===== src/rtl/pcs_rx_block_lock.sv =====
// 64b/66b receive block lock: hunts for sync-header alignment by slipping the SERDES.
// Optional lock-loss statistics counter enabled by defining PCS_RX_LOCK_STATS_EN.
module pcs_rx_block_lock #(
  parameter int unsigned HDR_WIDTH           = 2,
  parameter int unsigned BITSLIP_HIGH_CYCLES = 1,
  parameter int unsigned BITSLIP_LOW_CYCLES  = 8
) (
  input  logic                 rx_clk,
  input  logic                 rx_rst_n,
  input  logic [HDR_WIDTH-1:0] serdes_rx_hdr,
  input  logic                 serdes_rx_hdr_valid,
  output logic                 serdes_rx_bitslip,
  output logic                 rx_block_lock,
  output logic                 rx_sh_invalid,
  output logic [7:0]           rx_lock_loss_count
);

  localparam int unsigned SH_W      = 7;
  localparam int unsigned INV_W     = 5;
  localparam int unsigned SH_WINDOW = 64;
  localparam int unsigned INV_LIMIT = 16;
  localparam int unsigned SLIP_MAX  = (BITSLIP_HIGH_CYCLES > BITSLIP_LOW_CYCLES) ?
                                      BITSLIP_HIGH_CYCLES : BITSLIP_LOW_CYCLES;
  localparam int unsigned SLIP_W    = (SLIP_MAX > 1) ? $clog2(SLIP_MAX) : 1;

  typedef enum logic [1:0] {UNLOCKED, SLIP_HIGH, SLIP_WAIT, LOCKED} state_t;

  state_t              state, state_nxt;
  logic [SH_W-1:0]     sh_cnt, sh_cnt_nxt, sh_cnt_inc;
  logic [INV_W-1:0]    sh_inv_cnt, sh_inv_cnt_nxt, sh_inv_inc;
  logic [SLIP_W-1:0]   slip_cnt, slip_cnt_nxt;
  logic                hdr_ok;
  logic                sh_invalid_nxt;

  assign hdr_ok     = (serdes_rx_hdr == HDR_WIDTH'(2'b01)) || (serdes_rx_hdr == HDR_WIDTH'(2'b10));
  assign sh_cnt_inc = sh_cnt + SH_W'(1);
  assign sh_inv_inc = sh_inv_cnt + INV_W'(!hdr_ok);

  // Next-state and counter update
  always_comb begin
    state_nxt      = state;
    sh_cnt_nxt     = sh_cnt;
    sh_inv_cnt_nxt = sh_inv_cnt;
    slip_cnt_nxt   = slip_cnt;
    sh_invalid_nxt = 1'b0;
    case (state)
      UNLOCKED: begin
        if (serdes_rx_hdr_valid) begin
          if (hdr_ok) begin
            if (sh_cnt_inc == SH_W'(SH_WINDOW)) begin
              state_nxt      = LOCKED;
              sh_cnt_nxt     = '0;
              sh_inv_cnt_nxt = '0;
            end else begin
              sh_cnt_nxt = sh_cnt_inc;
            end
          end else begin
            sh_invalid_nxt = 1'b1;
            sh_cnt_nxt     = '0;
            sh_inv_cnt_nxt = '0;
            slip_cnt_nxt   = '0;
            state_nxt      = SLIP_HIGH;
          end
        end
      end
      SLIP_HIGH: begin
        sh_cnt_nxt     = '0;
        sh_inv_cnt_nxt = '0;
        if (slip_cnt == SLIP_W'(BITSLIP_HIGH_CYCLES - 1)) begin
          slip_cnt_nxt = '0;
          state_nxt    = SLIP_WAIT;
        end else begin
          slip_cnt_nxt = slip_cnt + SLIP_W'(1);
        end
      end
      SLIP_WAIT: begin
        sh_cnt_nxt     = '0;
        sh_inv_cnt_nxt = '0;
        if (slip_cnt == SLIP_W'(BITSLIP_LOW_CYCLES - 1)) begin
          slip_cnt_nxt = '0;
          state_nxt    = UNLOCKED;
        end else begin
          slip_cnt_nxt = slip_cnt + SLIP_W'(1);
        end
      end
      LOCKED: begin
        if (serdes_rx_hdr_valid) begin
          sh_invalid_nxt = !hdr_ok;
          // Loss of lock wins over a window restart on the same header
          if (sh_inv_inc == INV_W'(INV_LIMIT)) begin
            state_nxt      = SLIP_HIGH;
            sh_cnt_nxt     = '0;
            sh_inv_cnt_nxt = '0;
            slip_cnt_nxt   = '0;
          end else if (sh_cnt_inc == SH_W'(SH_WINDOW)) begin
            sh_cnt_nxt     = '0;
            sh_inv_cnt_nxt = '0;
          end else begin
            sh_cnt_nxt     = sh_cnt_inc;
            sh_inv_cnt_nxt = sh_inv_inc;
          end
        end
      end
      default: state_nxt = UNLOCKED;
    endcase
  end

  // State, counters and registered outputs
  always_ff @(posedge rx_clk or negedge rx_rst_n) begin
    if (!rx_rst_n) begin
      state             <= UNLOCKED;
      sh_cnt            <= '0;
      sh_inv_cnt        <= '0;
      slip_cnt          <= '0;
      serdes_rx_bitslip <= 1'b0;
      rx_block_lock     <= 1'b0;
      rx_sh_invalid     <= 1'b0;
    end else begin
      state             <= state_nxt;
      sh_cnt            <= sh_cnt_nxt;
      sh_inv_cnt        <= sh_inv_cnt_nxt;
      slip_cnt          <= slip_cnt_nxt;
      serdes_rx_bitslip <= (state_nxt == SLIP_HIGH);
      rx_block_lock     <= (state_nxt == LOCKED);
      rx_sh_invalid     <= sh_invalid_nxt;
    end
  end

`ifdef PCS_RX_LOCK_STATS_EN
  logic       lock_lost_c;
  logic [7:0] loss_cnt;

  assign lock_lost_c = (state == LOCKED) && (state_nxt == SLIP_HIGH);

  // Saturating count of lock losses
  always_ff @(posedge rx_clk or negedge rx_rst_n) begin
    if (!rx_rst_n) begin
      loss_cnt <= 8'h00;
    end else if (lock_lost_c && (loss_cnt != 8'hFF)) begin
      loss_cnt <= loss_cnt + 8'd1;
    end
  end

  assign rx_lock_loss_count = loss_cnt;
`else
  assign rx_lock_loss_count = 8'h00;
`endif

endmodule

===== config.mk =====
export PLATFORM = sky130hd
export DESIGN_NAME = pcs_rx_block_lock
export DESIGN_NICKNAME = d
export VERILOG_FILES = /design/src/rtl/pcs_rx_block_lock.sv
export SDC_FILE = /design/constraint.sdc
export NUM_CORES = 1
export LEC_CHECK = 0
export ABC_CLOCK_PERIOD_IN_PS = 2000
export BUFFER_PORTS_ARGS = -buffer_cell sky130_fd_sc_hd__buf_2
export CORE_ASPECT_RATIO = 0.8
export CORE_UTILIZATION = 52
export DETAILED_ROUTE_END_ITERATION = 8
export GPL_ROUTABILITY_DRIVEN = 0
export HOLD_SLACK_MARGIN = 0.06
export PLACE_DENSITY = 0.75
export SLEW_MARGIN = 15
export SYNTH_ARGS = -nofsm -noshare
export SYNTH_HDL_FRONTEND = slang
export SYNTH_SLANG_ARGS = --single-unit

===== constraint.sdc =====
create_clock -name rx_clk -period 2 [get_ports rx_clk]
set_input_delay 0.1 -clock rx_clk [delete_from_list [all_inputs] [get_ports rx_clk]]
set_output_delay 0.1 -clock rx_clk [all_outputs]
set_load 0.02 [all_outputs]

# Word-level counts from Yosys, hierarchy flattened
# Cells that the tools add are included.
# W data, S select, Z words.
# op_classes
div_mod_pow	0
n_addsub	3
shifts	0
multipliers	0
eq_ne	15
reduce_logical	8
bitwise_logic	0
mux	32
order_cmp	0
# ops
operator	count
$mux W7	5
$mux W5	6
$pmux W7 S3	1
$mux W3	6
$pmux W5 S3	1
$mux W2	7
$pmux W3 S4	1
$eq A2 B2 Y1 const B	4
$ne A2 B2 Y1 const B	4
$pmux W2 S4	1
$add A7 B1 Y7 const B	1
$eq A7 B7 Y1 const B	1
$eq A2 B1 Y1 const B	3
$add A5 B1 Y5	1
$eq A5 B5 Y1 const B	1
$reduce_and A4 Y1	1
$add A3 B1 Y3 const B	1
$eq A3 B3 Y1 const B	1
$logic_not A3 Y1	1
$mux W1	3
$ne A3 B3 Y1 const B	1
$reduce_and A3 Y1	1
$logic_not A2 Y1	1
$pmux W1 S2	1
other kinds (4)	4
# totals
memories	0
input_bits	5
word_cells	65
ram_bits	0
latchBits	0
ff_bits	20
mem_bits_ro	0

# Logic depth before layout (Yosys ltp)
# Gate-level depths: netlist (run 1).
# logic_depth
depth_word	9
depth_mapped	8

# Worst setup path before layout (run 1)
# Ideal clock, no wire load.
# synth_path
path_type	flip-flop to flip-flop
from	register sh_inv_cnt[0]
to	register slip_cnt[0]
slack_ns	-0.113
arrival_time_ns	1.986
path_buffers	0
synth_period_minus_slack_ns	2.113
path_stages_with_launch	8
path_cell_list	dfrtp_1 -> ha_1 -> ha_1 -> nor2_1 -> and3_1 -> a311o_2 -> nand2_2 -> mux2_1
# synth_between
elab_chain_cells	4
# synth_rtl
element	line_no	text
start: declaration	30	logic [INV_W-1:0] sh_inv_cnt, sh_inv_cnt_nxt, sh_inv_inc;
start signal: assignment	121	sh_inv_cnt <= sh_inv_cnt_nxt;
$add A5 B1 Y5	37	assign sh_inv_inc = sh_inv_cnt + INV_W'(!hdr_ok);
$eq A5 B5 Y1	90	if (sh_inv_inc == INV_W'(INV_LIMIT)) begin
$ne A2 B2 Y1 (no source line)	--	
$reduce_and A4 Y1 (no source line)	--	
end signal: assignment	122	slip_cnt <= slip_cnt_nxt;
end: declaration	31	logic [SLIP_W-1:0] slip_cnt, slip_cnt_nxt;
# Every way passes these cells.
# A chain may end at the register's enable or synchronous reset.

# Worst setup path after layout (run 1)
# layout_path
from	register sh_inv_cnt[0]
to	register slip_cnt[2]
# The elaborated chain is that of the path after synthesis.

==> results of run 1 <==
==> sequential cells by signal (all words and copies together) (netlist names) <==
signal and flops:
slip_cnt 3, rx_block_lock 1, sh_inv_cnt 5, serdes_rx_bitslip 1, sh_cnt 7, state 2
rx_sh_invalid 1
==> stage by stage <==
step                      hold WS [ns]  cell area (um^2)  TNS [ns]  cells
after floorplan                 -0.196              1530         0    170
after global placement          0.0677              1610         0    212
after detailed placement        0.0776              1610         0    212
after CTS                        0.138              1680   -0.0130    218
after global routing             0.157              1700   -0.0438    219
final                            0.137              1700         0    219
==> final cells by class <==
class	instances	area [um^2]	share of cell area [%]
inverter	11	41.3	2.43
multi-input combinational	127	937	55.1
clock buffer	3	22.5	1.32
tap	36	45.0	2.65
sequential	20	500	29.4
timing repair buffer	22	154	9.05
==> metal layers <==
layer  global-route usage (%)  part of all wire [%]
met1                     31.2                    45
met2                     38.4                    49
met3                     5.51                   4.3
met4                     4.44                   1.2
met5                        0                     0
==> cells in the mapped netlist, types with 2 or more instances <==
cell type	instances	area, um^2
buf_4	8	60.1
a31oi_1	3	18.8
buf_2	3	15.0
mux2i_1	3	30.0
dfrtp_1	20	500
inv_1	11	41.3
nor2_1	11	41.3
ha_1	11	138
nand4_1	5	31.3
nand2b_1	2	12.5
o41ai_1	2	17.5
and3_1	3	18.8
o211ai_1	2	15.0
a21oi_1	5	25.0
nand3_1	5	25.0
o221ai_1	4	35.0
nor2b_1	3	18.8
o21ai_0	6	30.0
nor3_1	4	20.0
nand2_1	20	75.1
o31ai_1	3	22.5
==> cells by family after synthesis <==
group / Yosys count / synth area share (%)
AO/OA/AOI/OAI: 39 / 19.8
other: 1 / 0.254
XOR/XNOR: 1 / 1.10
multiplexers: 4 / 2.80
buffers and inverters: 23 / 8.14
flip-flops: 20 / 33.9
adder cells (fa/ha/maj): 11 / 9.33
AND/OR/NAND/NOR: 64 / 24.6
==> worst reg2reg max path, delay by kind of cell (launching register included) <==
kind / cells / cell delay, ns
compound gates: 1 / 0.39
flops: 1 / 0.43
mux: 1 / 0.23
buf+inv: 1 / 0.11
fa+ha+maj: 2 / 0.46
simple gates: 3 / 0.29
==> worst max path at each step <==
| stage | startpoint | endpoint | slack, ns | cells past startpoint |
|---|---|---|---|---|
| floorplan | sh_inv_cnt[0] | slip_cnt[0] | 0.05 | 7 |
| global placement | sh_inv_cnt[0] | slip_cnt[0] | 0.06 | 7 |
| detailed placement | sh_inv_cnt[0] | slip_cnt[2] | 0.002 | 8 |
| CTS | sh_inv_cnt[0] | slip_cnt[2] | -0.01 | 8 |
| global route | sh_inv_cnt[0] | slip_cnt[2] | -0.02 | 8 |
| finish | sh_inv_cnt[0] | slip_cnt[2] | 0.004 | 8 |
==> power groups by stage <==
stage | combinational [mW] | clock, mW | sequential [mW]
finish | 0.735 | 0.193 | 0.522
detailed placement | 0.672 | 0 | 0.529
CTS | 0.720 | 0.197 | 0.522
floorplan | 0.448 | 0 | 0.548
global placement | 0.643 | 0 | 0.525
global route | 0.810 | 0.220 | 0.531
==> timing repair <==
action | 4_1_cts | 5_1_grt
buffers inserted | 2 | 1
endpoints found under the setup margin | 3 | 9
hold buffers | 1 | 0
pin swaps | 6 | 4
resized for setup | 6 | 5
endpoints found under the hold margin | 20 | 0
==> results by group, run 1 <==
GRT
  • Total track usage: about a quarter
  • Global route overflow: 0
  • Initial antenna violation count: 0
  • Global-route wire length before repair: between 5000 and 6000 um
  • Largest net degree at the start of global routing: 21
  • Vias in the first global route: 1173

Logic synthesis
  • Post-synth EDFFs: 0
  • Avg Cell Area, Syn: just over 9 um^2
  • Async SR Flop Fraction: 100%
  • Seq/Total Area, Yosys: roughly 34%
  • Main synth FF type: dfrtp_1
  • #FFs+latches synth: 20
  • Mapped Cells: roughly 160
  • Synth Warn #: 0
  • Synth unique cells: 50
  • Cell Area, Synth: ~1500 um^2

CTS
  • Clock root cell: clkbuf_4
  • Total CTS buffers: 3
  • CTS clk-pin slew, worst paths: around 0.12 ns
  • Worst skew pair latency: slightly above 0.3 ns
  • CTS tree: built
  • Clock Path Buffers: 2
  • H-tree levels: 1
  • Sinks on the clock net: 20

Layout
  • Area grow syn2layout: 15.3%
  • # fillers: about 220
  • Fin nets: between 200 and 250
  • Most frequent cells in the layout: nand2_1, dfrtp_1, buf_4
  • Diodes inserted: 0
  • Fin util: 66.4%
  • Layout cells sized above 1: between 20% and 30%

Power
  • Design Power: between 1 and 1.5 mW
  • Seq pwr share: roughly 36%
  • Sw Pwr: 0.587 mW
  • Sw Ratio: 40.5%
  • Clock share of power: around an eighth
  • Leak Pwr: ~0.76 nW
  • Logic pwr share: 50.7%
  • Pwr/cell area: 853 nW/um^2
  • Maximum VDD drop: ~0.65 mV
  • Int Pwr: roughly 0.86 mW

Floorplanning
  • Total Die Area: about 3100 um^2
  • Core Rows: 16
  • Ports: 16
  • Core ar.: between 2000 and 3000 um^2
  • Die width: 61.6 um
  • Die Ht: between 40 and 50 um
  • Starting Density: a little under three fifths

Min path
  • Min-Delay Path Depth: 3
  • Hold EP: rx_sh_invalid
  • Worst min path class: in -> reg
  • Hold_sp: serdes_rx_hdr_valid

Routing
  • Antenna Nets Post-Route: 0
  • DR DRC count: 0
  • Initial drt markers: between 90 and 100
  • Avg WL per Cell: about 14 um
  • TritonRoute pass-1 iters: 5
  • Via density: roughly 5.9
  • Total Wirelength: just over 3000 um
  • Vias post-DR: roughly 1300

Setup path
  • Family with the most delay on the worst path: adder cells
  • FF-to-FF Start: sh_inv_cnt[0]
  • Crit-path cells: ha_4 -> ha_4 -> nor2_4 -> and3_1 -> a311o_2 -> nand2_2 -> buf_6 -> mux2i_2
  • CP max stage cell: dfrtp_1
  • Reg2reg path depth: 8
  • Crit path buffers/inverters: 1
  • Crit path capture type: register
  • Flop2flop setup slack: ~0.0045 ns
  • Worst R2R End: slip_cnt[2]
  • WP data required: roughly 2.2 ns
  • Slowest Stage Delay on Critical Path: about 0.43 ns
  • WS Path Type: reg -> reg
  • Arr. time, crit path: between 2 and 2.5 ns
  • CP max FO: 3
  • Worst path most repeated cell: ha_4
  • Critical Path Start Type: register

Status
  • Outcome: completed

STA
  • Crit path setup slack, layout: approximately 0.0045 ns
  • Final clock skew: ~0.017 ns
  • Minimum clock period: roughly 2 ns
  • Final setup fails: 0
  • Period utilization: 99.8%
  • Max Fclk: roughly 500 MHz
  • RSZ-0062 raised after global routing: yes
  • Hold Vio Cnt, Final: 0
  • Pins Over Slew Limit: 0

Placement
  • DPL Wire Length: ~2300 um
  • IO buf count: 7
  • Pre-CTS setup slack: around 0.0020 ns

Flow run
  • Max Cap Viol: 0
(Power assumes the default switching activity.)
==> inputs of run 2 (changes only) <==
--- a/config.mk
+++ b/config.mk
@@ -12,7 +12,7 @@
 export DETAILED_ROUTE_END_ITERATION = 8
 export GPL_ROUTABILITY_DRIVEN = 0
 export HOLD_SLACK_MARGIN = 0.06
-export PLACE_DENSITY = 0.75
+export PLACE_DENSITY = 0.83
 export SLEW_MARGIN = 15
 export SYNTH_ARGS = -nofsm -noshare
 export SYNTH_HDL_FRONTEND = slang
==> run 2 against run 1 <==
Power is essentially flat. Maximum frequency shrank 0.18%. Setup slack lost 0.0036 ns. Cell count is the same. Sequential cell count is the same. Count of clock-buffer cells in the layout is the same. Routed wire length grew 4.8%. Global-route usage grew 0.71 points. Worst hold slack gained 0.059 ns. Combinational power grew 2%. First-iteration DRC count grew 5.1%. Largest power group unchanged.
==> results by group, run 2 (synthesized netlist as in run 1, its figures left out) <==
Routing
  • Via density: 5.98 (+1.3%)
  • Vias post-DR: 1309 (+1.3%)
  • Antenna Nets Post-Route: 0 (unchanged)
  • Initial drt markers: 104 (+5.1%)
  • TritonRoute pass-1 iters: 4 (-1)
  • Total Wirelength: 3250 um (+4.8%)
  • Avg WL per Cell: 14.9 um (+4.8%)
  • DR DRC count: 0 (unchanged)

Setup path
  • WP data required: 2.20 ns (about the same)
  • WS Path Type: reg -> reg
  • Critical Path Start Type: register
  • CP max FO: 6 (+3)
  • Arr. time, crit path: 2.19 ns (-0.02 ns)
  • Crit path capture type: register

Placement
  • Pre-CTS setup slack: -0.00443 ns (-0.00641 ns)
  • IO buf count: 7 (unchanged)
  • DPL Wire Length: 2330 um (+0.43%)
  • Dpl cells: 210 (-0.94%)

CTS
  • Worst skew pair latency: 0.30 ns (about the same)
  • H-tree levels: 1 (unchanged)
  • Clock Path Buffers: 2 (unchanged)
  • Total CTS buffers: 3 (unchanged)
  • CTS tree: built
  • Sinks on the clock net: 20 (unchanged)
  • CTS clk-pin slew, worst paths: 0.11 ns (about the same)
  • Clock root cell: clkbuf_4

STA
  • Final setup fails: 0 (unchanged)
  • Hold Vio Cnt, Final: 0 (unchanged)
  • Crit path setup slack, layout: 0.000843 ns (-0.00365 ns)
  • Minimum clock period: 2.00 ns (+0.00365 ns)
  • Final clock skew: 0.00680 ns (-0.0105 ns)
  • Period utilization: 100% (+0.18 points)
  • RSZ-0062 raised after global routing: yes
  • Worst hold slack: 0.196 ns (+0.0594 ns)
  • Pins Over Slew Limit: 0 (unchanged)
  • Max Fclk: 500 MHz (-0.18%)
  • Sum Neg Setup Slack: 0 ns (unchanged)

Power
  • Logic pwr share: 51.6% (+0.9 points)
  • Maximum VDD drop: 0.765 mV (+18%)
  • Leak Pwr: 0.764 nW (+0.51%)
  • Clock share of power: 13.0% (-0.3 points)
  • Sw Ratio: 41.2% (+0.66 points)
  • Sw Pwr: 0.597 mW (+1.6%)
  • Pwr/cell area: 855 nW/um^2 (+0.26%)
  • Seq pwr share: 35.4% (-0.6 points)
  • Int Pwr: 0.853 mW (-1.1%)

GRT
  • Total track usage: 24.1% (+0.71 points)
  • Vias in the first global route: 1269 (+8.2%)
  • Initial antenna violation count: 0 (unchanged)
  • Global route overflow: 0 (unchanged)
  • Largest net degree at the start of global routing: 21 (unchanged)
  • Global-route wire length before repair: 5500 um (+3.5%)

Layout
  • Area grow syn2layout: 14.9%
  • Most frequent cells in the layout: nand2_1, dfrtp_1, buf_4
  • Largest Register: sh_cnt
  • Fin nets: 201 (unchanged)
  • Max reg flops: 7 (unchanged)
  • Top flop regs: sh_cnt (7), sh_inv_cnt (5), slip_cnt (3)
  • Fin util: 66.2% (-0.20 points)
  • Diodes inserted: 0 (unchanged)
  • Post-Layout Cell Count: 219 (unchanged)
  • Layout cells sized above 1: 23.0% (-1.6 points)

Status
  • Outcome: completed

Floorplanning
  • Core Rows: 16 (unchanged)
  • Starting Density: 57.6% (unchanged)
  • Die width: 61.6 um (unchanged)
  • Total Die Area: 3060 um^2 (unchanged)
  • Core ar.: 2560 um^2 (unchanged)
  • Die Ht: 49.6 um (unchanged)
  • Ports: 16 (unchanged)

Min path
  • Worst min path class: in -> reg

Flow run
  • Max Cap Viol: 0 (unchanged)
[run 2: cell counts in the layout (fill, tap and decap cells not counted)]
No cell type changed its count.
[run 2: repair_timing]
item / in CTS / in global routing
gates cloned: 0 / 0
pin swaps: 0 / 6
setup buffers: 0 / 5
resized for setup: 1 / 7
setup endpoints to repair: 1 / 11
hold buffers: 1 / 0
endpoints found under the hold margin: 20 / 0
[run 2: power groups by stage]
stage               clock, mW  combinational (mW)  sequential (mW)
global route            0.209               0.818            0.519
floorplan                   0               0.448            0.548
finish                  0.189               0.747            0.513
CTS                     0.199               0.685            0.516
global placement            0               0.653            0.519
detailed placement          0               0.675            0.524
[run 2: final timing paths]
path	startpoint	end	slack, ns	depth (start not counted)
max in group asynchronous	rx_rst_n	sh_cnt[0]	1.42	2
min in group asynchronous	rx_rst_n	sh_cnt[4]	0.27	2
worst min-delay path	serdes_rx_hdr_valid	rx_sh_invalid	0.20	3
worst max-delay path	sh_inv_cnt[0]	sh_cnt[0]	0.0008	8
worst min register to register	sh_inv_cnt[0]	sh_inv_cnt[0]	0.56	2
worst max register to register	sh_inv_cnt[0]	sh_cnt[0]	0.0008	8
[run 2: critical path, stage by stage (launching register included)]
cell      delay [ns]
dfrtp_1         0.43
ha_4            0.18
ha_4            0.27
nor2_2          0.05
and3_4          0.15
a221oi_2        0.21
buf_4           0.20
o21ai_4         0.07
o41ai_2         0.34
[run 2: per-layer routing]
| metal | up-vias | global-route usage (%) | part of all wire (%) |
|---|---|---|---|
| met2 | 61 | 35.8 | 46 |
| met3 | 6 | 6.30 | 7.3 |
| met4 | 0 | 8.52 | 1.1 |
| li1 | 626 | - | - |
| met1 | 616 | 33.4 | 45 |
| met5 | - | 0 | 0 |
[run 2: cell type report]
type / instances / area (um^2)
Multi-Input combinational cell: 127 / 936
Fill cell: 210 / 867
Sequential cell: 20 / 500
Timing Repair Buffer: 22 / 150
Tap cell: 36 / 45.0
Inverter: 11 / 41.3
Clock buffer: 3 / 22.5
[run 2: stage by stage]
stage / total power [mW] / cell area [um^2]
6_report: 1.45 / 1700
3_3_place_gp: 1.17 / 1600
3_5_place_dp: 1.20 / 1600
2_1_floorplan: 0.995 / 1530
5_1_grt: 1.55 / 1700
4_1_cts: 1.40 / 1640
